--- config.mk ---
export PLATFORM = sky130hd
export DESIGN_NAME = fifo_wr_arbiter
export DESIGN_NICKNAME = d
export VERILOG_FILES = /design/src/rtl/fifo_wr_arbiter.sv
export SDC_FILE = /design/constraint.sdc
export NUM_CORES = 1
export LEC_CHECK = 0
export ABC_AREA = 1
export CAP_MARGIN = 20
export CORE_UTILIZATION = 38
export DETAILED_ROUTE_END_ITERATION = 10
export GPL_TIMING_DRIVEN = 1
export PLACE_DENSITY = 0.81
export SYNTH_ARGS = -nofsm -noshare
export SYNTH_HDL_FRONTEND = slang
export SYNTH_SLANG_ARGS = --single-unit
--- constraint.sdc ---
create_clock -name wclk -period 1.9 [get_ports wclk]
set_clock_uncertainty 0.05 [all_clocks]
set_input_delay 0.475 -clock wclk [delete_from_list [all_inputs] [get_ports wclk]]
set_output_delay 0.475 -clock wclk [all_outputs]
set_load 0.05 [all_outputs]
--- src/rtl/fifo_wr_arbiter.sv ---
// fifo_wr_arbiter: round-robin, burst-bounded sharing of one FIFO write port;
// every word is tagged with its source ID so the read side can demultiplex.
module fifo_wr_arbiter #(
    parameter int NUM_REQ    = 4,
    parameter int DATA_WIDTH = 8,
    parameter int MAX_BURST  = 4,
    localparam int ID_WIDTH  = (NUM_REQ > 1) ? $clog2(NUM_REQ) : 1,
    localparam int CNT_WIDTH = $clog2(MAX_BURST + 1)
) (
    input  logic                           wclk,
    input  logic                           sync_rstn,
    input  logic [NUM_REQ-1:0]             req_valid,
    input  logic [NUM_REQ*DATA_WIDTH-1:0]  req_data,
    input  logic [NUM_REQ-1:0]             req_last,
    output logic [NUM_REQ-1:0]             req_ready,
    input  logic                           fifo_wfull,
    output logic                           fifo_winc,
    output logic [ID_WIDTH+DATA_WIDTH-1:0] fifo_wdata,
    output logic [ID_WIDTH-1:0]            grant_id,
    output logic                           busy
);
    typedef enum logic {IDLE, GRANT} state_t;
    state_t                state_q, state_d;
    logic [ID_WIDTH-1:0]   grant_q, grant_d, last_q, last_d, pick;
    logic [CNT_WIDTH-1:0]  cnt_q, cnt_d;
    logic                  found, g_valid, g_last, beat, done;
    // First valid requester strictly after the last grant, wrapping.
    always_comb begin
        pick  = '0;
        found = 1'b0;
        for (int k = 1; k <= NUM_REQ; k++) begin
            if (!found && req_valid[(int'(last_q) + k) % NUM_REQ]) begin
                found = 1'b1;
                pick  = ID_WIDTH'((int'(last_q) + k) % NUM_REQ);
            end
        end
    end
    assign g_valid    = req_valid[grant_q];
    assign g_last     = req_last[grant_q];
    assign busy       = state_q == GRANT;
    assign beat       = busy & g_valid & ~fifo_wfull;
    // A valid dropped during a stall only releases once the FIFO has room again.
    assign done       = (beat & (g_last | ((cnt_q + 1'b1) == CNT_WIDTH'(MAX_BURST))))
                      | (busy & ~g_valid & ~fifo_wfull);
    assign fifo_winc  = beat;
    assign req_ready  = (busy & ~fifo_wfull) ? NUM_REQ'(1) << grant_q : '0;
    assign fifo_wdata = {grant_q, req_data[int'(grant_q)*DATA_WIDTH +: DATA_WIDTH]};
    assign grant_id   = grant_q;
    always_comb begin
        state_d = state_q;
        grant_d = grant_q;
        last_d  = last_q;
        cnt_d   = beat ? cnt_q + 1'b1 : cnt_q;
        if (state_q == IDLE && found) begin
            state_d = GRANT;
            grant_d = pick;
            cnt_d   = '0;
        end
        if (done) begin
            state_d = IDLE;
            last_d  = grant_q;
        end
    end
    always_ff @(posedge wclk or negedge sync_rstn) begin
        if (!sync_rstn) begin
            state_q <= IDLE;
            grant_q <= '0;
            last_q  <= ID_WIDTH'(NUM_REQ - 1);
            cnt_q   <= '0;
        end else begin
            state_q <= state_d;
            grant_q <= grant_d;
            last_q  <= last_d;
            cnt_q   <= cnt_d;
        end
    end
endmodule

==> reports/metrics.yaml, run 1 <==
clock_network:
  numCtsBuffers: 3
  cts_hold_buffers: 0
  clock_latency_ns: 0.25
  cts.path.max_buffers: 2
  cts_tree: "done"
  clk_root_buffer_cell: "clkbuf_4"
  clk_pin_slew_ns: 0.06
  cts_htree_levels: 1
  cts.sinks: 8
flow_run:
  max-cap-violations: 0
status:
  status: "complete, but fails checks"
  violations: "setup timing"
finish:
  fin_util_pct: 88.59
  syn_to_final_growth_pct: 116.5
  fill_cells: 117
  multi_input_area_sq_um: 872.1
  fin_cells: 271
  num_antenna_cells: 0
  drive_above_1_share_pct: 45.23
  ff_latch_area_sq_um: 209.0
  fin_nets: 287
sta:
  setup_tns_ns: -1.835
  timing.final.crit_share_pct: 113.6
  hold_viol: 0
  drv_slew: 0
  period_needed_ns: 2.158
  timing.hold.ws_ns: 0.4462
  rsz0062_at_grt: "yes"
  setup_ws_ns: -0.2579
  fmax_mhz: 463.4
  tightestPinTransition_ns: 0.3622
  relSlewSlack_pct: 75.78
  setup_viol: 12
synthesis:
  syn_avg_cell_area_sq_um: 6.617
  postSynthCellCount: 156
  yosysSeqAreaShare_pct: 19.64
  yosysWarnings: 0
  mappedNetlistArea_sq_um: 1032
  synth_nets: 201
  synth.distinct_cells: 23
  ys_ff_latch: 8
min_path:
  hp-class: "input pin to asynchronous set/reset pin"
drt:
  final_antenna_net_count: 0
  initialDrtViolationCount: 18
  routed_wl_mm: 4.337
  vias_per_cell: 5.255
  vias: 1424
  post_drt_wl_per_cell_um: 16.00
  drc: 0
  drt_pass1_iterations: 4
die:
  start_util_pct: 40.92
  io_pins: 61
  die_w_um: 54.12
  core_area_sq_um: 2522
  num_rows: 18
  die_area_sq_um: 2929
  fp.dieH_um: 54.12
global_route:
  first_global_vias: 1478
  antenna_found_initial: 0
  grt_util_all_layers_pct: 30.54
  grt_pass1_wl_mm: 6.334
  grt_max_degree: 11
  grt.overflow.total: 0
pwr:
  leakagePower_nw: 1.049
  max-vdd-ir-drop_uv: 1947
  cellPowerDensity_nw_per_um2: 1864
critical_path:
  critPathArrivalTime_ns: 1.63
  cp-start-kind: "flop"
  cp-end-kind: "output pin"
  cp_max_fo: 5
  cp.required_ns: 1.37
  path_class: "flop to output pin"
placed_design:
  routabilityCongestion: 0.8742
  hpwl_mm: 2.853
  place_inst: 258
  io_buffers: 60
[cells in the final DEF (no fill, tap or decap), types with 3 or more instances in the layout]
cell type / Yosys / routed
a22oi_2: 0 / 11
buf_12: 0 / 17
buf_4: 2 / 21
buf_6: 3 / 4
clkbuf_4: 0 / 3
clkdlybuf4s50_1: 0 / 41
dfrtp_1: 6 / 3
inv_1: 10 / 8
inv_2: 6 / 3
inv_8: 0 / 3
nand2_1: 64 / 55
nand2_2: 4 / 12
nand2_4: 9 / 9
nand3_1: 13 / 9
nand3_2: 1 / 5
nand4_1: 4 / 4
nor2_1: 5 / 3
nor2_4: 2 / 4
nor3_4: 0 / 3
[per-stage QoR]
step | cell area (sq um) | setup WS (ns) | total power [W]
5_1_grt | 2235 | -0.3206 | 0.004387
3_5_place_dp | 2019 | -0.2334 | 0.003643
3_3_place_gp | 2019 | -0.2071 | 0.003562
4_1_cts | 2185 | -0.2469 | 0.004026
6_report | 2235 | -0.2579 | 0.004166
2_1_floorplan | 1152 | -0.02403 | 0.002407
[worst max-delay path: stages (launching register included)]
cell and delay (ns):
dfrtp_4 0.58, inv_8 0.10, nor2_8 0.03, nand2_1 0.07, nand4_1 0.15, nand2_2 0.15
clkinvlp_4 0.13, buf_12 0.16
[registers in the layout, summed over array words and instances (netlist names)]
register  cells
cnt_q         3
grant_id      2
last_q        2
busy          1
[area by class of cell]
cell class	instances	area share [%]
timing repair buffer	86	44.40
multi-input combinational	126	39.03
inverter	17	4.367
clock buffer	4	1.176
sequential	8	9.350
tap	30	1.680
[where the power goes]
part | total (W) | internal [W] | switching (W)
Combinational | 0.00358 | 0.00160 | 0.00198
Clock | 0.000140 | 0.0000804 | 0.0000594
Sequential | 0.000449 | 0.000262 | 0.000188
[synth_stat cells (all sizes together)]
| cell | number | area [sq um] |
|---|---|---|
| a21oi | 2 | 10.01 |
| nand2 | 77 | 366.6 |
| dfrtp | 6 | 150.1 |
| xor2 | 2 | 17.52 |
| nand3 | 14 | 75.07 |
| ha | 2 | 25.02 |
| dfstp | 2 | 52.55 |
| nor2 | 9 | 81.33 |
| buf | 5 | 48.79 |
| o21ai | 2 | 13.76 |
| nor3 | 3 | 15.01 |
| a22oi | 11 | 82.58 |
| inv | 17 | 68.82 |
| nand4 | 4 | 25.02 |
[final timing paths]
kind,startpoint,to,slack [ns],depth (start not counted)
worst max register to register,grant_id[0],cnt_q[0],0.15,9
worst min-delay path,sync_rstn,cnt_q[1],0.45,1
worst min register to register,busy,busy,0.46,2
worst max-delay path,grant_id[1],fifo_winc,-0.26,7
max in group asynchronous,sync_rstn,last_q[1],1.05,1
min in group wclk,busy,busy,0.46,2
[per-layer routing]
metal / share of wire, % / track usage (%) / vias up
met4: 3.1 / 14.96 / 0
met2: 55 / 61.59 / 68
li1: - / - / 672
met5: 0 / 0 / -
met3: 8.6 / 9.887 / 14
met1: 34 / 25.72 / 670
[cells by family after synthesis]
logic type                 count (synthesis)  share of synthesized area, %
and+or+nand+nor                          107                         54.54
buffers and inverters                     22                         11.39
AOI/OAI and AO/OA                         15                         10.30
DFF                                        8                         19.64
xor gates and xnor gates                   2                         1.697
adders and majority gates                  2                         2.424
[timing repair]
action	in CTS	in global routing
hold endpoints to repair	0	0
gates resized for setup	22	12
endpoints found under the setup margin	13	15
pin swaps	13	10
setup buffers	8	4
(Power assumes the default switching activity.)
==> run 2: changes to the inputs <==
--- a/config.mk
+++ b/config.mk
@@ -11,6 +11,7 @@
 export DETAILED_ROUTE_END_ITERATION = 10
 export GPL_TIMING_DRIVEN = 1
 export PLACE_DENSITY = 0.81
+export RECOVER_POWER = 100
 export SYNTH_ARGS = -nofsm -noshare
 export SYNTH_HDL_FRONTEND = slang
 export SYNTH_SLANG_ARGS = --single-unit
==> constraint.sdc (replaced) <==
create_clock -name wclk -period 2.3 [get_ports wclk]
set_clock_uncertainty 0.05 [all_clocks]
set_input_delay 0.575 -clock wclk [delete_from_list [all_inputs] [get_ports wclk]]
set_output_delay 0.575 -clock wclk [all_outputs]
set_load 0.05 [all_outputs]
==> reports/metrics.yaml, run 2 (synthesized netlist as in run 1, its figures left out) <==
pwr:
  pwr-share-comb_pct: 83.9
  p_total_w: 0.002818
  pwr-share-clk_pct: 4.2
  power_switching_w: 0.001569
  seqPwrFrac_pct: 11.9
  max-vdd-ir-drop_uv: 1604
  power.internal_w: 0.001249
  leakagePower_nw: 0.9122
  cellPowerDensity_nw_per_um2: 1514
  p_sw_share_pct: 55.69
clock_network:
  clk_root_buffer_cell: "clkbuf_4"
  clock_latency_ns: 0.26
  cts_htree_levels: 1
  numCtsBuffers: 3
  cts.path.max_buffers: 2
  cts.sinks: 8
  cts_hold_buffers: 0
  clk_pin_slew_ns: 0.06
  cts_tree: "done"
sta:
  period_needed_ns: 2.260
  fmax_mhz: 442.5
  tightestPinTransition_ns: 0.5991
  setup_viol: 0
  setup_tns_ns: 0
  drv_slew: 0
  timing.final.crit_share_pct: 98.26
  hold_viol: 0
  relSlewSlack_pct: 60.23
  rsz0062_at_grt: "yes"
critical_path:
  r2r_setup_slack_ns: 0.41
  cp-end-kind: "output pin"
  reg2reg_depth: 11
  r2r_start: "last_q[0]"
  worstReg2RegEnd: "grant_id[0]"
  path_class: "input pin to output pin"
  cp.required_ns: 1.67
  cp_max_fo: 4
  critPathArrivalTime_ns: 1.63
  cp-start-kind: "input pin"
min_path:
  hp-start: "cnt_q[2]"
  hp-class: "flop to flop"
  min_to: "cnt_q[2]"
  hold_depth: 2
global_route:
  grt.overflow.total: 0
  grt_max_degree: 11
  first_global_vias: 1161
  grt_util_all_layers_pct: 20.91
  antenna_found_initial: 0
  grt_pass1_wl_mm: 4.547
finish:
  ff_latch_area_sq_um: 205.2
  multi_input_area_sq_um: 726.9
  fin_cells: 256
  largest_register_ff_count: 3
  final_common_cell: "nand2_1"
  fill_cells: 190
  regMostFlops: "cnt_q"
  syn_to_final_growth_pct: 80.24
  final_cell_mix: "nand2_1, clkdlybuf4s50_1, nand3_1, buf_12"
  fin_nets: 272
  drive_above_1_share_pct: 26.99
  num_antenna_cells: 0
die:
  num_rows: 18
  core_area_sq_um: 2522
  die_area_sq_um: 2929
  die_w_um: 54.12
  fp.dieH_um: 54.12
  io_pins: 61
  start_util_pct: 40.92
placed_design:
  place_inst: 248
  hpwl_mm: 2.611
  routabilityCongestion: 0.8474
  io_buffers: 60
status:
  status: "completed"
flow_run:
  max-cap-violations: 0
drt:
  vias_per_cell: 4.941
  vias: 1265
  final_antenna_net_count: 0
  post_drt_wl_per_cell_um: 12.32
  routed_wl_mm: 3.154
  drc: 0
  drt_pass1_iterations: 4
  initialDrtViolationCount: 19
[run 2: cell count changes in the layout (fill, tap and decap cells not counted), sizes merged]
cell,change
buf,-19
dlygate4sd3,+2
inv,+1
dlygate4sd2,-1
clkinvlp,-1
clkbuf,+3
[run 2: final cells by class]
| type | count | share of cell area, % |
|---|---|---|
| inverter | 17 | 3.699 |
| clock buffer | 4 | 1.412 |
| multi-input combinational | 126 | 39.07 |
| sequential | 8 | 11.03 |
| tap | 30 | 2.017 |
| timing repair buffer | 71 | 42.77 |
[run 2: timing repair]
item,4_1_cts,5_1_grt
resized for setup,2,6
endpoints found under the setup margin,9,4
buffers inserted,0,4
pin swaps,0,1
[run 2: layer usage]
metal | up-vias | GRT usage [%] | share of wire [%]
met2 | 51 | 41.46 | 49
met4 | 0 | 5.556 | 0.98
met3 | 4 | 3.955 | 11
li1 | 645 | - | -
met1 | 565 | 21.72 | 39
met5 | - | 0 | 0
[run 2: critical path: stages]
cell	delay (ns)
clkdlybuf4s50_1	0.42
nor2_2	0.17
inv_2	0.10
nor2_1	0.20
buf_12	0.17
[run 2: worst max-delay path by stage]
stage	start	end	slack, ns	cells past startpoint
floorplan	busy	req_ready[0]	-0.15	4
global placement	fifo_wfull	req_ready[1]	0.04	5
detailed placement	fifo_wfull	req_ready[2]	0.02	5
CTS	fifo_wfull	req_ready[0]	0.02	5
global route	fifo_wfull	req_ready[3]	-0.02	5
finish	fifo_wfull	req_ready[3]	0.04	5
[run 2: stage by stage]
stage / hold WS, ns / area [sq um] / util (%) / setup slack (ns)
after detailed placement: 0.4657 / 1812 / 71.83 / 0.02223
final: 0.4747 / 1861 / 73.76 / 0.04003
after global placement: 0.4317 / 1812 / 71.83 / 0.03664
after floorplan: 0.2294 / 1050 / - / -0.1537
after global routing: 0.5009 / 1861 / 73.76 / -0.01639
after CTS: 0.4778 / 1841 / 72.97 / 0.01709
[run 2: power groups by stage]
stage,clock network [W],registers [W],logic [W]
4_1_cts,0.000121,0.000340,0.00234
5_1_grt,0.000127,0.000347,0.00253
6_report,0.000118,0.000335,0.00236
2_1_floorplan,0,0.000338,0.00149
3_5_place_dp,0,0.000338,0.00233
3_3_place_gp,0,0.000333,0.00229
